File: config.mk
export PLATFORM = sky130hd
export DESIGN_NAME = cnt_interval_arbiter
export DESIGN_NICKNAME = d
export VERILOG_FILES = /design/src/rtl/cnt_arb_pkg.sv /design/src/rtl/interval_counter.sv /design/src/rtl/cnt_interval_arbiter.sv
export SDC_FILE = /design/constraint.sdc
export NUM_CORES = 1
export LEC_CHECK = 0
export CAP_MARGIN = 20
export CORE_MARGIN = 2
export CORE_UTILIZATION = 40
export DETAILED_ROUTE_END_ITERATION = 12
export HOLD_SLACK_MARGIN = 0.15
export PLACE_DENSITY = 0.74
export SYNTH_ARGS = -nofsm -noshare
export SYNTH_HDL_FRONTEND = slang
export SYNTH_SLANG_ARGS = --single-unit
File: constraint.sdc
create_clock -name clk -period 1.4 [get_ports clk]
set_input_delay 0.28 -clock clk [delete_from_list [all_inputs] [get_ports clk]]
set_output_delay 0.28 -clock clk [all_outputs]
set_load 0.01 [all_outputs]
File: src/rtl/cnt_arb_pkg.sv
// Shared definitions for the interval-counter arbiter: FSM state encoding,
// default sizes and the round-robin pick helper.
package cnt_arb_pkg;

    localparam int DEF_NUM_REQ = 4;
    localparam int DEF_CW      = 4;

    typedef enum logic [1:0] {
        IDLE = 2'd0,
        RUN  = 2'd1,
        DONE = 2'd2
    } arb_state_t;

    // Returns the first asserted request scanning last+1, last+2, ... modulo n.
    // The scan runs backwards and overwrites, so the nearest candidate wins.
    // Falls back to last when nothing is requesting (caller ignores it then).
    function automatic int rr_pick(input logic [7:0] req, input int last, input int n);
        int idx;
        rr_pick = last;
        for (int k = n; k >= 1; k--) begin
            idx = (last + k) % n;
            if (req[idx[2:0]]) begin
                rr_pick = idx;
            end
        end
    endfunction

endpackage

File: src/rtl/interval_counter.sv
// Interval counter shared by all requesters. Synchronous clear wins over
// enable; hit flags that the count has reached the sampled target.
module interval_counter
    import cnt_arb_pkg::*;
#(
    parameter int CW = DEF_CW
) (
    input  logic          clk,
    input  logic          reset,
    input  logic          clr,
    input  logic          en,
    input  logic [CW-1:0] target,
    output logic [CW-1:0] count,
    output logic          hit
);

    logic [CW-1:0] count_q;
    logic [CW-1:0] count_d;

    // Next count: clear has priority, otherwise increment when enabled.
    always_comb begin
        count_d = count_q;
        if (clr) begin
            count_d = '0;
        end else if (en) begin
            count_d = count_q + 1'b1;
        end
    end

    // Counter register.
    always_ff @(posedge clk) begin
        if (reset) begin
            count_q <= '0;
        end else begin
            count_q <= count_d;
        end
    end

    assign count = count_q;
    assign hit   = (count_q == target);

endmodule

File: src/rtl/cnt_interval_arbiter.sv
// Round-robin arbiter that lends one interval counter to NUM_REQ requesters.
// Each grant runs (dur+1) counting cycles, then pulses done to the owner.
// Optional build macro CNT_ARB_ABORT_EN: when defined, an owner that drops
// req during RUN aborts its interval (no done pulse).
module cnt_interval_arbiter
    import cnt_arb_pkg::*;
#(
    parameter int NUM_REQ = DEF_NUM_REQ,
    parameter int CW      = DEF_CW,
    parameter int IDW     = 2
) (
    input  logic                  clk,
    input  logic                  reset,
    input  logic [NUM_REQ-1:0]    req,
    input  logic [NUM_REQ*CW-1:0] dur,
    output logic [NUM_REQ-1:0]    grant,
    output logic [NUM_REQ-1:0]    done,
    output logic                  busy,
    output logic [IDW-1:0]        owner,
    output logic [CW-1:0]         count_out
);

    arb_state_t         state_q, state_d;
    logic [NUM_REQ-1:0] grant_q, grant_d;
    logic [NUM_REQ-1:0] done_q, done_d;
    logic               busy_q, busy_d;
    logic [IDW-1:0]     owner_q, owner_d;
    logic [IDW-1:0]     last_q, last_d;
    logic [CW-1:0]      target_q, target_d;

    logic               cnt_clr;
    logic               cnt_en;
    logic               cnt_hit;
    logic [IDW-1:0]     pick_idx;
    logic               abort;

    assign pick_idx = IDW'(rr_pick(8'(req), int'(last_q), NUM_REQ));

`ifdef CNT_ARB_ABORT_EN
    assign abort = ~req[owner_q];
`else
    assign abort = 1'b0;
`endif

    interval_counter #(
        .CW(CW)
    ) u_counter (
        .clk    (clk),
        .reset  (reset),
        .clr    (cnt_clr),
        .en     (cnt_en),
        .target (target_q),
        .count  (count_out),
        .hit    (cnt_hit)
    );

    // Next-state and registered-output logic for the IDLE/RUN/DONE sequencer.
    always_comb begin
        state_d  = state_q;
        grant_d  = grant_q;
        done_d   = '0;
        busy_d   = busy_q;
        owner_d  = owner_q;
        last_d   = last_q;
        target_d = target_q;
        cnt_clr  = 1'b0;
        cnt_en   = 1'b0;
        case (state_q)
            IDLE: begin
                cnt_clr = 1'b1;
                if (|req) begin
                    grant_d           = '0;
                    grant_d[pick_idx] = 1'b1;
                    owner_d           = pick_idx;
                    last_d            = pick_idx;
                    target_d          = dur[int'(pick_idx)*CW +: CW];
                    busy_d            = 1'b1;
                    state_d           = RUN;
                end
            end
            RUN: begin
                if (abort) begin
                    // last already points at this owner, so it drops to lowest priority
                    grant_d = '0;
                    busy_d  = 1'b0;
                    cnt_clr = 1'b1;
                    state_d = IDLE;
                end else if (cnt_hit) begin
                    done_d[owner_q] = 1'b1;
                    state_d         = DONE;
                end else begin
                    cnt_en = 1'b1;
                end
            end
            DONE: begin
                grant_d = '0;
                busy_d  = 1'b0;
                cnt_clr = 1'b1;
                state_d = IDLE;
            end
            default: begin
                grant_d = '0;
                busy_d  = 1'b0;
                cnt_clr = 1'b1;
                state_d = IDLE;
            end
        endcase
    end

    // State and output registers; reset parks the pointer so requester 0 goes first.
    always_ff @(posedge clk) begin
        if (reset) begin
            state_q  <= IDLE;
            grant_q  <= '0;
            done_q   <= '0;
            busy_q   <= 1'b0;
            owner_q  <= '0;
            last_q   <= IDW'(NUM_REQ - 1);
            target_q <= '0;
        end else begin
            state_q  <= state_d;
            grant_q  <= grant_d;
            done_q   <= done_d;
            busy_q   <= busy_d;
            owner_q  <= owner_d;
            last_q   <= last_d;
            target_q <= target_d;
        end
    end

    assign grant = grant_q;
    assign done  = done_q;
    assign busy  = busy_q;
    assign owner = owner_q;

endmodule

== Yosys cells after proc, flatten, opt, wreduce, memory -nomap -nowiden ==
Cells that the tools add are included.

* Register bits: 23
* Input bits: 22
* Output and inout port bits: 15
* Word-level logic and storage cells: 70

* Add/subtract/negate cells: 5
* Order comparisons: 8
* Equality and inequality tests: 4
* Shift-type cells: 1
* Mux-type cells: 25
* Bitwise operators: 6
* Reduce and logical (&&, ||, !) cells: 13

{| class="wikitable"
|+ Operator list
! kind !! number
|-
| 3-bit by 4-bit less-than comparator with 1-bit output (second input constant) || 4
|-
| 16-bit by 5-bit indexed part select with 4-bit output || 1
|-
| 1-bit binary-select mux with 3-bit select || 4
|-
| 2-bit two-way mux || 6
|-
| 2-bit OR reduction || 5
|-
| 1-bit two-way mux || 9
|-
| 4-bit one-hot mux with 2 select lines || 1
|-
| 2-bit by 3-bit less-than comparator with 1-bit output (second input constant) || 2
|-
| 2-bit AND reduction || 3
|-
| 2-bit by 1-bit adder with 2-bit output (second input constant) || 2
|-
| 2-bit adder (second input constant) || 2
|-
| 4-bit by 1-bit adder with 4-bit output (second input constant) || 1
|-
| 1-bit AND (first input constant) || 4
|-
| 1-bit demux with 2-bit select || 2
|-
| 4-bit equality test || 1
|-
| 2-bit by 1-bit greater-or-equal comparator with 1-bit output (second input constant) || 2
|-
| 4-bit two-way mux || 1
|-
| 2-bit != test (second input constant) || 2
|-
| 2-bit one-hot mux with 2 select lines || 1
|-
| 4-bit OR reduction || 1
|-
| 3-bit OR reduction || 1
|-
| 2-bit by 1-bit equality test with 1-bit output (second input constant) || 1
|-
| 1-bit logical AND || 2
|-
| 2-bit logical NOT || 1
|-
| 2 further kinds || 3
|}

== Logic depth before layout (Yosys ltp) ==
Gate-level depths: netlist of run 1.

* Depth after elaboration: 15
* Gate-level depth with buffers: 6
* Mapped depth without buffers: 5

== Cells and area by module ==
A second synthesis of run 1 with hierarchy kept.

* Cells, all modules: 128
* Area total of the unflattened synthesis: 1129.8 sq um

{| class="wikitable"
|+ Modules (own cells, without submodules)
! module !! times used !! cells each !! area each (sq um) !! seq. area each (sq um)
|-
| cnt_interval_arbiter || 1 || 106 || 910.9 || 380.4
|-
| interval_counter || 1 || 22 || 219.0 || 80.1
|}

== Worst setup path after synthesis of run 1 ==
No wires, ideal clock.

* Path type: input-to-reg
* From: in req[2]
* To: reg target_q[0]
* Setup time: 0.086 ns
* Arrival: 1.341 ns
* Data required time: 1.314 ns
* Setup slack: -0.026 ns
* Cell stages on the path: 5
* Path buffers: 1
* Cells stage by stage: nor4_1 -> nor3_1 -> clkbuf_1 -> a41o_1 -> a211oi_1

* Longest elaborated chain between the ends: 7
* Elaborated cells between the ends (all ways): 15
* Classes of those cells: shift: 1; mux: 12; reduce/logical: 2

{| class="wikitable"
|+ RTL lines
! what !! RTL line !! RTL
|-
| start: declaration || cnt_interval_arbiter.sv:14 || <nowiki>input logic [NUM_REQ-1:0] req,</nowiki>
|-
| 1-bit binary-select mux with 3-bit select || cnt_arb_pkg.sv:22 || <nowiki>if (req[idx[2:0]]) begin</nowiki>
|-
| 1-bit two-way mux (not written as such) || cnt_arb_pkg.sv:22 ||
|-
| 2-bit two-way mux (4 in series) || cnt_arb_pkg.sv:22 ||
|-
| 16-bit by 5-bit indexed part select with 4-bit output || cnt_interval_arbiter.sv:76 || <nowiki>target_d = dur[int'(pick_idx)*CW +: CW];</nowiki>
|-
| end signal: assignment || cnt_interval_arbiter.sv:127 || <nowiki>target_q <= target_d;</nowiki>
|-
| end: declaration || cnt_interval_arbiter.sv:29 || <nowiki>logic [CW-1:0] target_q, target_d;</nowiki>
|}

Several ways; a longest one is shown, not always the timed one. The select of a mux whose other input is x is not followed.
A chain may end at the register's enable or synchronous reset.

== Worst setup path in the final report of run 1 ==
* From: in req[1]
* To: reg target_q[2]

Same word-level chain as after synthesis.

==> results of run 1 <==
[critical path: stages]
cell and delay, ns:
clkdlybuf4s15_1 0.29, nor2b_4 0.20, o21a_4 0.22, nor3_4 0.21, buf_6 0.15, mux2i_1 0.23, a211oi_1 0.10
[worst paths after layout]
check	end	from	slack [ns]
hold reg to reg	grant[1]$_SDFFE_PP0P_	grant[1]$_SDFFE_PP0P_	0.46
hold / removal	grant[1]$_SDFFE_PP0P_	grant[1]$_SDFFE_PP0P_	0.46
setup / recovery	target_q[2]$_SDFFE_PP0P_	req[1]	-0.08
setup reg to reg	target_q[2]$_SDFFE_PP0P_	last_q[0]$_SDFFE_PP1P_	-0.08
[state kept, by name, indices dropped and copies added (netlist names)]
register	count
target_q	4
owner	2
done	4
u_counter.count	4
state_q	2
busy	1
grant	4
last_q	2
[cells by family after synthesis]
| logic type | count (synthesis) | synth area share (%) |
|---|---|---|
| buffers and inverters | 4 | 2.03 |
| adders and majority gates | 1 | 1.13 |
| DFF | 23 | 41.5 |
| xor gates and xnor gates | 6 | 4.74 |
| and+or+nand+nor | 60 | 27.8 |
| AOI/OAI and AO/OA | 29 | 19.2 |
| muxes | 4 | 3.61 |
[area by class of cell]
class                           instances  area, sq um
Clock buffer                            3         22.5
Clock inverter                          1         5.00
Fill cell                             215          798
Multi-Input combinational cell        100          779
Sequential cell                        23          479
Tap cell                               31         38.8
Timing Repair Buffer                   64          563
[power groups by stage]
stage               Combinational (mW)  Clock (mW)  Sequential (mW)
floorplan                        0.572           0            0.928
global placement                  1.09           0            0.906
detailed placement                1.13           0            0.912
CTS                               1.21       0.314            0.906
global route                      1.42       0.341            0.940
finish                            1.29       0.314            0.920
[metal layers]
metal  wire length, microns  track usage (%)  share of wire (%)  vias to the layer above
met5                      0                0                  0                        -
met4                     68             3.74                2.2                        0
met3                    125             5.30                4.0                        9
met2                   1660             36.4                 54                       32
met1                   1240             22.6                 40                      565
li1                       -                -                  -                      592
[cell usage in the layout (no fill, tap or decap), drive strengths merged, types with 4 or more instances in the layout]
| cell | Yosys | routed |
|---|---|---|
| nor2b | 4 | 4 |
| dfxtp | 23 | 23 |
| a211oi | 4 | 4 |
| o31ai | 5 | 5 |
| clkdlybuf4s15 | 0 | 4 |
| a21oi | 7 | 7 |
| mux2i | 4 | 4 |
| dlygate4sd2 | 0 | 15 |
| xnor2 | 6 | 6 |
| nand2 | 8 | 8 |
| clkdlybuf4s50 | 0 | 17 |
| a41o | 4 | 4 |
| nand4 | 5 | 5 |
| nor3 | 6 | 6 |
| nor2 | 20 | 20 |
| buf | 1 | 28 |
[what timing repair did]
item	in CTS	in global routing
setup buffers	3	2
setup endpoints to repair	27	11
resized for setup	50	16
pin swaps	6	5
==> run summary, run 1 <==
GRT Overall Usage -> 19.7%
Initial antenna violation count -> 0
Drc violations -> 0
Main synth FF type -> dfxtp_1
Post-synthesis average cell area -> 8.74 sq um
Clock root buffer -> clkbuf_4
H-tree depth -> 1
Synth area leaders -> dfxtp_1 (41%), nor2_1 (6.8%), xnor2_1 (4.7%)
Number of synthesized flops with an enable pin -> 0
Final worst-path cycle share -> 105%
Final std cells w/o fill -> 222
P_sw -> 0.912 mW
Cell variety after synth -> 29
WL final -> 3100 microns
Violated checks -> negative setup slack
Worst-path maximum fanout -> 4
Placed cells -> 213
Maximum vdd drop -> 0.000995 V
Clock power share -> 12.4%
Worst Max-Slew Pin Slew -> 0.349 ns
Worst rel slew slack -> 76.5%
Sw Ratio -> 36.1%
CP required -> 1.61 ns
Final hold vios -> 0
TritonCTS clock tree -> yes
Remaining global-route overflow -> 0
Die Y -> 56.7 microns
# diodes -> 0
Hold path cells -> 2
Area leader, netlist -> dfxtp_1
Crit path kind -> in2reg
Input/output buffers -> 36
Setup WS post-layout -> -0.0750 ns
Total die area -> 3210 sq um
Count leader, synth -> dfxtp_1
Slew Limit Fails -> 0
IO Pins -> 37
Worst skew pair latency -> 0.32 ns
Inserted Clock Buffers -> 3
Share of cells above drive strength 1 -> 36.6%
Critical Path AT -> 1.69 ns
Chip width -> 56.7 microns
Fmax -> 678 MHz
PD cells -> 1340 nW/um^2
Routability-driven placement congestion ratio -> 0.871
RSZ-0062 raised after global routing -> true
Worst min-delay path category -> reg2reg
Cell-internal power -> 1.61 mW
Post-Route Skew -> 0.00543 ns
R2R cell count -> 6
First-pass iteration count of the detailed router -> 4
CP Launch Type -> input pin
Final hold slack -> 0.460 ns
WL per Instance -> 13.9 microns
Ys async rst share -> 0%
DRT iter0 DRCs -> 11
Post-Syn Area -> 1110 sq um
Vias/cell -> 5.40
Cell row count -> 19
Synth top area share -> 41.5%
Status -> complete, but fails checks
Core box area -> 2690 sq um
HPWL after DPL -> 2320 microns
Total power -> 2.53 mW
Max clock buf depth -> 2
Vias in the first global route -> 1209
Area growth syn-to-layout -> 70.1%
Setup TNS Final -> -0.174 ns
Top cells by count, synth -> dfxtp_1 (23), nor2_1 (20), nand2_1 (8)
Fin util -> 70.3%
Final nets -> 215
CTS Sinks -> 23
Final ANT Viol Nets -> 0
Leakage -> 0.842 nW
Flops & latches, synth -> 23
Register area share after synthesis -> 41.5%
Largest net degree at the start of global routing -> 14
First-pass GRT wire length -> 5090 microns
Final setup viols -> 5
Tmin final -> 1.48 ns
Mapped Cells -> 127
Yosys warns -> 0
Reg power frac -> 36.4%
Maxcap violations -> 0
Worst slack, placed -> -0.811 ns
Post-cts hold buffer count -> 0
Cell area after layout -> 1890 sq um
Combinational Power Share -> 51.2%
Worst setup EP type -> flop
Clock transition at the registers of the reported paths -> 0.13 ns
Vias post-DR -> 1198
Syn Nets -> 150
Placed cell area -> 1680 sq um
Initial Util -> 41.3%
(Power assumes the default switching activity.)
==> run 2: changes to the inputs <==
- HOLD_SLACK_MARGIN: 0.15 -> 0.1
==> results of run 2 <==
No change in the layout: final DEF, timing and power equal those of run 1.
